<file path="src/rtl/morse_pkg.sv">
// Shared encodings and FSM states for the Morse letter capture front end.
package morse_pkg;

   localparam logic [1:0] SYM_NONE = 2'b00;
   localparam logic [1:0] SYM_DOT  = 2'b01;
   localparam logic [1:0] SYM_DASH = 2'b10;

   typedef enum logic [2:0] {
      ST_IDLE,
      ST_PRESS,
      ST_GAP,
      ST_COMMIT,
      ST_WAIT_WORD
   } state_t;

   // Word-space code is all ones over 2*max_symbols bits; callers truncate.
   function automatic logic [63:0] space_code(input int unsigned max_symbols);
      return (64'd1 << (2 * max_symbols)) - 64'd1;
   endfunction

endpackage

</file>
<file path="src/rtl/morse_fifo.sv">
// Synchronous first-word-fall-through FIFO with occupancy count and full/empty flags.
module morse_fifo #(
   parameter int DATA_W = 10,
   parameter int DEPTH  = 8
) (
   input  logic                     clk,
   input  logic                     reset,
   input  logic                     i_push,
   input  logic                     i_pop,
   input  logic [DATA_W-1:0]        i_wr_data,
   output logic [DATA_W-1:0]        o_rd_data,
   output logic [$clog2(DEPTH):0]   o_count,
   output logic                     o_full,
   output logic                     o_empty
);

   localparam int AW = $clog2(DEPTH);

   logic [DATA_W-1:0] r_mem [DEPTH];
   logic [AW-1:0]     r_wr_ptr;
   logic [AW-1:0]     r_rd_ptr;
   logic [AW:0]       r_count;
   logic              w_pop;
   logic              w_push;

   assign o_full  = (r_count == (AW+1)'(DEPTH));
   assign o_empty = (r_count == '0);
   // A pop in the same cycle frees the slot, so a push on full still lands.
   assign w_pop   = i_pop && !o_empty;
   assign w_push  = i_push && (!o_full || w_pop);

   always_ff @(posedge clk) begin
      if (reset) begin
         r_wr_ptr <= '0;
         r_rd_ptr <= '0;
         r_count  <= '0;
      end else begin
         if (w_push) r_wr_ptr <= r_wr_ptr + 1'b1;
         if (w_pop)  r_rd_ptr <= r_rd_ptr + 1'b1;
         case ({w_push, w_pop})
            2'b10:   r_count <= r_count + 1'b1;
            2'b01:   r_count <= r_count - 1'b1;
            default: r_count <= r_count;
         endcase
      end
   end

   always_ff @(posedge clk) begin
      if (w_push) r_mem[r_wr_ptr] <= i_wr_data;
   end

   assign o_rd_data = o_empty ? '0 : r_mem[r_rd_ptr];
   assign o_count   = r_count;

endmodule

</file>
<file path="src/rtl/morse_letter_capture.sv">
// Times debounced key presses into dots/dashes and frames letters by silence into a FIFO.
// Optional word-space emission after a long silence is enabled by MORSE_WORD_GAP_EN.
module morse_letter_capture
   import morse_pkg::*;
#(
   parameter int TICK_DIV         = 100000,
   parameter int DOT_MAX_TICKS    = 200,
   parameter int LETTER_GAP_TICKS = 600,
   parameter int WORD_GAP_TICKS   = 1400,
   parameter int MAX_SYMBOLS      = 5,
   parameter int FIFO_DEPTH       = 8
) (
   input  logic                          clk,
   input  logic                          reset,
   input  logic                          key,
   input  logic                          flush,
   input  logic                          rd_en,
   output logic [2*MAX_SYMBOLS-1:0]      rd_data,
   output logic                          rd_valid,
   output logic [$clog2(FIFO_DEPTH):0]   fifo_count,
   output logic [2*MAX_SYMBOLS-1:0]      live_code,
   output logic                          overflow,
   output logic                          symbol_err
);

   localparam int CODE_W = 2 * MAX_SYMBOLS;
   localparam int PS_W   = (TICK_DIV > 1) ? $clog2(TICK_DIV) : 1;
   localparam int MAX_T  = (WORD_GAP_TICKS > LETTER_GAP_TICKS) ?
                           ((WORD_GAP_TICKS > DOT_MAX_TICKS) ? WORD_GAP_TICKS : DOT_MAX_TICKS) :
                           ((LETTER_GAP_TICKS > DOT_MAX_TICKS) ? LETTER_GAP_TICKS : DOT_MAX_TICKS);
   localparam int CNT_W  = $clog2(MAX_T + 1) + 1;
   localparam int SC_W   = $clog2(MAX_SYMBOLS + 1);

   state_t             r_state;
   logic               r_key;
   logic [PS_W-1:0]    r_presc;
   logic [CNT_W-1:0]   r_press_cnt;
   logic [CNT_W-1:0]   r_gap_cnt;
   logic [SC_W-1:0]    r_sym_cnt;
   logic               r_err_flag;
   logic [CODE_W-1:0]  r_live_code;
   logic               r_overflow;
   logic               r_symbol_err;

   logic               w_tick;
   logic               w_push;
   logic [CODE_W-1:0]  w_push_data;
   logic               w_full;
   logic               w_empty;
   logic               w_dropped;
   logic [1:0]         w_sym;

   function automatic logic [CNT_W-1:0] f_sat_inc(input logic [CNT_W-1:0] c);
      return (&c) ? c : c + 1'b1;
   endfunction

   function automatic logic [CODE_W-1:0] f_append(input logic [CODE_W-1:0] code,
                                                  input logic [SC_W-1:0]   idx,
                                                  input logic [1:0]        sym);
      logic [CODE_W-1:0] res;
      res = code;
      for (int i = 0; i < MAX_SYMBOLS; i++) begin
         if (idx == SC_W'(i)) res[CODE_W-1-2*i -: 2] = sym;
      end
      return res;
   endfunction

   assign w_tick = (r_presc == PS_W'(TICK_DIV - 1));
   assign w_sym  = (r_press_cnt <= CNT_W'(DOT_MAX_TICKS)) ? SYM_DOT : SYM_DASH;

   always_ff @(posedge clk) begin
      if (reset) begin
         r_key   <= 1'b0;
         r_presc <= '0;
      end else begin
         r_key   <= key;
         r_presc <= w_tick ? '0 : r_presc + 1'b1;
      end
   end

   always_comb begin
      w_push      = 1'b0;
      w_push_data = r_live_code;
      if (r_state == ST_COMMIT && !r_err_flag) w_push = 1'b1;
`ifdef MORSE_WORD_GAP_EN
      if (r_state == ST_WAIT_WORD && !r_key && r_gap_cnt >= CNT_W'(WORD_GAP_TICKS)) begin
         w_push      = 1'b1;
         w_push_data = CODE_W'(space_code(MAX_SYMBOLS));
      end
`endif
   end

   assign w_dropped = w_push && w_full && !(rd_en && !w_empty);

   always_ff @(posedge clk) begin
      if (reset) begin
         r_state      <= ST_IDLE;
         r_press_cnt  <= '0;
         r_gap_cnt    <= '0;
         r_sym_cnt    <= '0;
         r_err_flag   <= 1'b0;
         r_live_code  <= '0;
         r_overflow   <= 1'b0;
         r_symbol_err <= 1'b0;
      end else begin
         r_symbol_err <= 1'b0;
         if (w_dropped) r_overflow <= 1'b1;
         case (r_state)
            ST_IDLE: begin
               if (r_key) begin
                  r_state     <= ST_PRESS;
                  r_press_cnt <= '0;
               end
            end
            ST_PRESS: begin
               if (!r_key) begin
                  // A press shorter than one tick is a glitch and leaves the letter untouched.
                  if (r_press_cnt == '0) begin
                     r_state <= (r_sym_cnt == '0) ? ST_IDLE : ST_GAP;
                  end else begin
                     if (r_sym_cnt < SC_W'(MAX_SYMBOLS)) begin
                        r_live_code <= f_append(r_live_code, r_sym_cnt, w_sym);
                        r_sym_cnt   <= r_sym_cnt + 1'b1;
                     end else begin
                        r_err_flag  <= 1'b1;
                     end
                     r_state   <= ST_GAP;
                     r_gap_cnt <= '0;
                  end
               end else if (w_tick) begin
                  r_press_cnt <= f_sat_inc(r_press_cnt);
               end
            end
            ST_GAP: begin
               if (w_tick) r_gap_cnt <= f_sat_inc(r_gap_cnt);
               if (r_key) begin
                  r_state     <= ST_PRESS;
                  r_press_cnt <= '0;
               end else if (r_gap_cnt >= CNT_W'(LETTER_GAP_TICKS) || flush) begin
                  r_state <= ST_COMMIT;
               end
            end
            ST_COMMIT: begin
               // Gap count keeps running so the word gap is measured from the last release.
               if (w_tick) r_gap_cnt <= f_sat_inc(r_gap_cnt);
               r_symbol_err <= r_err_flag;
               r_live_code  <= '0;
               r_sym_cnt    <= '0;
               r_err_flag   <= 1'b0;
`ifdef MORSE_WORD_GAP_EN
               r_state      <= r_err_flag ? ST_IDLE : ST_WAIT_WORD;
`else
               r_state      <= ST_IDLE;
`endif
            end
`ifdef MORSE_WORD_GAP_EN
            ST_WAIT_WORD: begin
               if (w_tick) r_gap_cnt <= f_sat_inc(r_gap_cnt);
               if (r_key) begin
                  r_state     <= ST_PRESS;
                  r_press_cnt <= '0;
               end else if (r_gap_cnt >= CNT_W'(WORD_GAP_TICKS)) begin
                  r_state <= ST_IDLE;
               end
            end
`endif
            default: r_state <= ST_IDLE;
         endcase
      end
   end

   morse_fifo #(
      .DATA_W (CODE_W),
      .DEPTH  (FIFO_DEPTH)
   ) u_fifo (
      .clk       (clk),
      .reset     (reset),
      .i_push    (w_push),
      .i_pop     (rd_en),
      .i_wr_data (w_push_data),
      .o_rd_data (rd_data),
      .o_count   (fifo_count),
      .o_full    (w_full),
      .o_empty   (w_empty)
   );

   assign rd_valid   = !w_empty;
   assign live_code  = r_live_code;
   assign overflow   = r_overflow;
   assign symbol_err = r_symbol_err;

endmodule

</file>
<file path="config.mk">
export PLATFORM = sky130hd
export DESIGN_NAME = morse_letter_capture
export DESIGN_NICKNAME = d
export VERILOG_FILES = /design/src/rtl/morse_pkg.sv /design/src/rtl/morse_fifo.sv /design/src/rtl/morse_letter_capture.sv
export SDC_FILE = /design/constraint.sdc
export NUM_CORES = 1
export LEC_CHECK = 0
export ABC_AREA = 0
export CAP_MARGIN = 10
export CELL_PAD_IN_SITES_DETAIL_PLACEMENT = 1
export CELL_PAD_IN_SITES_GLOBAL_PLACEMENT = 2
export CORE_ASPECT_RATIO = 0.8
export CORE_MARGIN = 2
export CORE_UTILIZATION = 40
export DETAILED_ROUTE_END_ITERATION = 8
export PLACE_DENSITY_LB_ADDON = 0.1
export SYNTH_ARGS = -nofsm -noshare
export SYNTH_HDL_FRONTEND = slang
export SYNTH_SLANG_ARGS = --single-unit
</file>
<file path="constraint.sdc">
create_clock -name clk -period 3.4 [get_ports clk]
set_input_delay 0.51 -clock clk [delete_from_list [all_inputs] [get_ports clk]]
set_output_delay 0.51 -clock clk [all_outputs]
set_load 0.05 [all_outputs]
</file>
# Word-level counts from Yosys, hierarchy flattened

Memories as Yosys holds them, arrays and structs flattened. A register that Yosys moved wholly into a read port is not among the register bits.
Cells that the tools add are included.

Flip-flop bits (word level): 71
Bits in writable memories: 80
Memories: 1
Word-level logic and storage cells: 135
Output and inout bits: 27
Bits of input ports: 5

Memories:

| name         | depth | bits a word | read ports | clocked after Yosys merged registers in | wr ports | RTL line         | source |
|---|---|---|---|---|---|---|---|
| u_fifo.r_mem | 8     | 10          | 1          | 1                                       | 1        | morse_fifo.sv:19 | `logic [DATA_W-1:0] r_mem [DEPTH];` |

Muxes and demuxes: 42
Magnitude comparators: 3
$add $sub $neg: 8
Reduce and logical (&&, ||, !) cells: 35
Equality and inequality tests: 28
Bitwise gates (word level): 1

Operators with widths:

| kind                    | count |
|---|---|
| $mux W12                | 8 |
| $pmux W12 S2            | 2 |
| $mux W10                | 4 |
| $reduce_and A5 Y1       | 7 |
| $ne A2 B2 Y1 const B    | 14 |
| $mux W3                 | 9 |
| $add A12 B1 Y12 const B | 2 |
| $reduce_and A12 Y1      | 2 |
| $pmux W10 S2            | 1 |
| $add A17 B1 Y17 const B | 1 |
| $eq A17 B17 Y1 const B  | 1 |
| $mux W2                 | 8 |
| $eq A3 B2 Y1 const B    | 4 |
| $ge A12 B10 Y1 const B  | 1 |
| $le A12 B8 Y1 const B   | 1 |
| $logic_not A12 Y1       | 1 |
| $add A3 B1 Y3 const B   | 3 |
| $pmux W3 S3             | 1 |
| $pmux W4 S2             | 1 |
| $reduce_and A4 Y1       | 2 |
| $reduce_bool A2 Y1      | 4 |
| $reduce_or A2 Y1        | 4 |
| $eq A3 B1 Y1 const B    | 2 |
| $logic_not A3 Y1        | 2 |
| other kinds (18)        | 32 |

# Depth between registers and ports, before layout

Word-level depth: 7
Gate-level depth with buffers: 11
Depth with buffers taken out: 10

# By module

A second synthesis with hierarchy kept.

Cells, all modules: 558
Area, all modules: 6716.4 um^2

By module, submodules not included:

| module               | area an instance (um^2) | cells each | seq. area each (um^2) | times used |
|---|---|---|---|---|
| morse_fifo           | 3687.3                  | 198        | 2662.6                | 1 |
| morse_letter_capture | 3029.2                  | 360        | 1201.2                | 1 |

# Least setup slack after synthesis

OpenSTA, ideal clock, no wires.

Kind: register to register
From: reg u_fifo.r_count[1] (netlist: u_fifo.o_count[1])
To: reg u_fifo.r_count[2] (netlist: u_fifo.o_count[2])
Setup slack: 0.367 ns
Path buffers: 1
Required time: 3.330 ns
Arrival: 2.962 ns
Clock period less this slack: 3.033 ns
Setup time: 0.070 ns
Cell stages (with the launch flop): 12
Path through: dfxtp_1 > clkbuf_1 > nor3_1 > a311oi_1 > inv_1 > ha_1 > xor2_1 > ha_1 > a21oi_1 > xor2_1 > or3_1 > a21oi_1

Longest elaborated chain between the ends: 7
Elaborated cells on any way between the ends: 13
Those cells by class: add/sub (2); eq/ne (3); mux (1); reduce/logical (7)

RTL lines:

| item                                              | RTL line         | source |
|---|---|---|
| start: declaration                                | morse_fifo.sv:22 | `logic [AW:0] r_count;` |
| start signal: assignment                          | morse_fifo.sv:41 | `2'b10: r_count <= r_count + 1'b1;` |
| start signal: assignment                          | morse_fifo.sv:42 | `2'b01: r_count <= r_count - 1'b1;` |
| start signal: assignment                          | morse_fifo.sv:43 | `default: r_count <= r_count;` |
| $logic_not A4 Y1                                  | morse_fifo.sv:27 | `assign o_empty = (r_count == '0);` |
| $logic_not A1 Y1                                  | morse_fifo.sv:29 | `assign w_pop = i_pop && !o_empty;` |
| $logic_and A1 B1 Y1                               | morse_fifo.sv:29 |  |
| $logic_or A1 B1 Y1                                | morse_fifo.sv:30 | `assign w_push = i_push && (!o_full \|\| w_pop);` |
| $logic_and A1 B1 Y1                               | morse_fifo.sv:30 |  |
| $eq A2 B1 Y1 or $eq A2 B2 Y1 (tied branches)      | morse_fifo.sv:40 | `case ({w_push, w_pop})` |
| $pmux W4 S2 or $reduce_bool A2 Y1 (tied branches) | --               |  |

Several ways; a longest one is shown, not always the timed one.
A chain may end at the register's enable or synchronous reset.

==> impl_results.md <==
* Reg2Reg Depth at 7
* Final GP Congestion at 0.771
* Post-CTS Resized at 0
* Non-Filler Instances at roughly 830
* Max incr delay on CP at 0.72 ns
* I/O pin total at 32
* Synth cell types at between 50 and 60
* TNS Setup at 0 ns
* Slew margin rel. at 0.509
* Maximum clock path buffer count at 2
* Endpoint of the worst hold path: r_presc[0]$_SDFF_PP0_
* Internal power component at between 3000 and 4000 uW
* Layout area overhead at 19.1%
* Initial Utilization at 0.404
* Residual DRC at 0
* Initial antenna violation count at 0
* Most used DFF post-synth: edfxtp_1
* CP Class: reg -> out
* Final max-slew violation count at 0
* R2r setup slk at just under 0.7 ns
* Syn. warnings at 0
* Startpoint Class: register
* Post-synth net total at between 500 and 600
* CTS tree: done
* Hold path depth at 1
* CTS H-tree lvls at 4
* Hold Path Origin: r_presc[0]$_SDFF_PP0_
* Number of buffers and inverters on the critical path at 2
* Crit-path cells: buf_4 > mux4_2 > mux2i_1 > nor2_1 > clkdlybuf4s50_1
* Clock power share at 0.504
* HP Class: reg -> reg
* CTS buffer count at 17
* Seq cells post-synth at around 150
* Endpoints failing setup at 0
* Maxcap violations at 0
* CTS root buf: clkbuf_16
* Slew @ Worst Pin at ~0.74 ns
* Overall die area at 17600 um^2
* Hpwl dp at roughly 10000 um
* Hold_ws at 0.447 ns
* Peak supply drop at just under 0.3 mV
* Setup Buffers After CTS at 0
* Layout cell share with drive strength beyond 1 at 0.125
* Sequential fraction of the synthesis area at 0.583
* Post-DR wirelength/cell at between 15 and 20 um
* GRT Resource Usage Total at 0.183
* P_leak at ~0.0026 uW
* Highest Clock Rate at ~0.31 GHz
* WP data required at a little under 3 ns
* Post-Syn Area at 6630 um^2
* RSZ-0062 raised after global routing: false
* Worst Setup End Kind: primary output
* Die height at 119 um
* Comb power frac at 0.011
* Net switching power at roughly 850 uW
* Site row count at 42
* Outcome: finished, final reports clean
* Fillcell total at about 1.7k
* Final hold vios at 0
* Worst reg2reg path startpoint: r_press_cnt[0]$_SDFFE_PP0P_
* First-pass GRT wire length at around 25000 um
* Largest net degree at the start of global routing at 25
* Post-Syn Instances at roughly 560
* Detailed Route Iter0 Violations at ~140
* Placed Cells incl. Taps at 802
* CTS Sinks at 153
* Flop pwr share at 0.485
* Reg-to-reg critical path endpoint: r_gap_cnt[3]$_SDFFE_PP0P_
* Global route overflow at 0
* Inserted Diodes at 0
* Clock transition at the registers of the reported paths at around 0.070 ns
* Vias in the first global route at approximately 4.6k
* DR vias/cell at roughly 5.4
* Worst Path Max Fanout at 20
* Ys async rst share at 0
* Number of stages on the worst setup path at 5
* Post-Syn Area per Cell at around 12 um^2
* Routed WL at 15200 um
* Final Cycle Share at 0.944
* Routed Antenna Nets at 0
* Via count at approximately 4.5k
* Delay-heaviest family, CP: buffers and inverters
* Drt first pass iters at 4
* Switching Share at 0.214
* Core area at roughly 16000 um^2
* Slowest CP cell: clkdlybuf4s50_1
* CTS Hold Buffers Added at 0
* Min cycle time layout at approximately 3.2 ns
* Crit path DAT at between 2 and 3 ns
* Input/output buffers at 31
* Layout Skew at approximately 0.011 ns
* DIE WIDTH at approximately 150 um
* Clock latency on the worst-skew pair at about 0.42 ns
* P per Cell Area at between 500 and 600 nW/um^2
* Number of synthesized flops with an enable pin at 80
* Final net count at between 600 and 700
-- flip-flops by register name, indices dropped and copies added, names as in the netlist, named ones only --
signal and cells:
u_fifo.r_wr_ptr 3, r_presc 17, r_err_flag 1, u_fifo.r_mem 80, live_code 10, overflow 1
symbol_err 1, r_state 2, r_sym_cnt 3, r_key 1, r_press_cnt 12, u_fifo.o_count 4
r_gap_cnt 12, u_fifo.r_rd_ptr 3
-- cell usage in the layout (no fill, tap or decap), types with 5 or more instances in the layout --
cell and count:
and3_1 11, inv_1 20, or3_1 19, edfxtp_1 80, nor3_1 7, dfxtp_1 73, nand4b_1 5, nand3_1 18
mux2i_1 19, nand4_1 11, buf_4 18, xnor2_1 9, o21ai_0 27, or4_1 6, clkdlybuf4s50_1 31, nor2b_1 5
mux4_2 20, a21oi_1 37, nand2b_1 15, clkbuf_16 17, nor2_1 49, xor2_1 11, nand2_1 28, ha_1 15
-- worst max path at each step --
| stage | end | slack (ns) |
|---|---|---|
| floorplan | u_fifo.o_count[2]$_SDFFE_PP0P_ | 0.37 |
| global placement | u_fifo.o_count[2]$_SDFFE_PP0P_ | 0.57 |
| detailed placement | u_fifo.o_count[2]$_SDFFE_PP0P_ | 0.49 |
| CTS | rd_data[1] | 0.13 |
| global route | rd_data[1] | 0.01 |
| finish | rd_data[2] | 0.19 |
-- final cells by class --
type	instances	area, um^2	share of cell area
Clock buffer	17	425	0.0539
Multi-Input combinational cell	360	2600	0.329
Inverter	20	75.1	0.00950
Timing Repair Buffer	49	445	0.0564
Tap cell	220	275	0.0348
Clock inverter	15	211	0.0268
Sequential cell	153	3860	0.489
-- synthesized netlist by cell type (4+ instances only) --
cell type	instances	area share
nor2_1	49	0.028
inv_1	20	0.011
and3_1	11	0.010
nor3_1	7	0.0053
nor2b_1	5	0.0047
buf_2	4	0.0030
nand2_1	28	0.016
ha_1	15	0.028
mux2i_1	19	0.029
nand4_1	11	0.010
a21oi_1	37	0.028
nand3_1	18	0.014
edfxtp_1	80	0.36
xnor2_1	9	0.012
nand2b_1	15	0.014
o31ai_1	4	0.0045
and4_1	4	0.0053
clkbuf_1	18	0.010
dfxtp_1	73	0.22
and2_1	4	0.0038
nand4b_1	5	0.0066
xor2_1	11	0.015
or3_1	19	0.018
or4_1	6	0.0068
mux4_2	20	0.068
o21ai_0	27	0.020
-- layer usage --
layer,vias to the layer above,part of all wire,GRT usage
met1,2269,0.48,0.239
met3,11,0.020,0.0414
met4,0,0.0086,0.0488
met2,44,0.49,0.310
li1,2159,-,-
met5,-,0,0
-- logic make-up (layout without fill, tap and decap cells) --
| logic type | count (synthesis) | after routing | share of synthesized area |
|---|---|---|---|
| buffers and inverters | 44 | 101 | 0.0257 |
| adders and majority gates | 15 | 15 | 0.0283 |
| and+or+nand+nor | 194 | 194 | 0.156 |
| muxes | 41 | 41 | 0.100 |
| AOI/OAI and AO/OA | 90 | 90 | 0.0804 |
| xor gates and xnor gates | 20 | 20 | 0.0264 |
| DFF | 153 | 153 | 0.583 |
-- power groups by stage --
| stage | registers, uW | logic, uW | clock network (uW) |
|---|---|---|---|
| after floorplan | 1970 | 29.9 | 0 |
| after global placement | 1970 | 42.2 | 0 |
| after detailed placement | 1970 | 43.0 | 0 |
| after CTS | 1930 | 43.2 | 2060 |
| after global routing | 1930 | 47.6 | 2140 |
| final | 1930 | 42.0 | 2010 |
-- per-stage QoR --
| stage | util | setup WS (ns) | cell area (um^2) | total power [uW] |
|---|---|---|---|---|
| floorplan | - | 0.367 | 6630 | 2000 |
| global placement | 0.443 | 0.572 | 7260 | 2010 |
| detailed placement | 0.443 | 0.486 | 7260 | 2020 |
| CTS | 0.482 | 0.130 | 7900 | 4040 |
| global route | 0.482 | 0.0135 | 7900 | 4120 |
| finish | 0.482 | 0.190 | 7900 | 3980 |
Power figures use the tool's default switching activity.
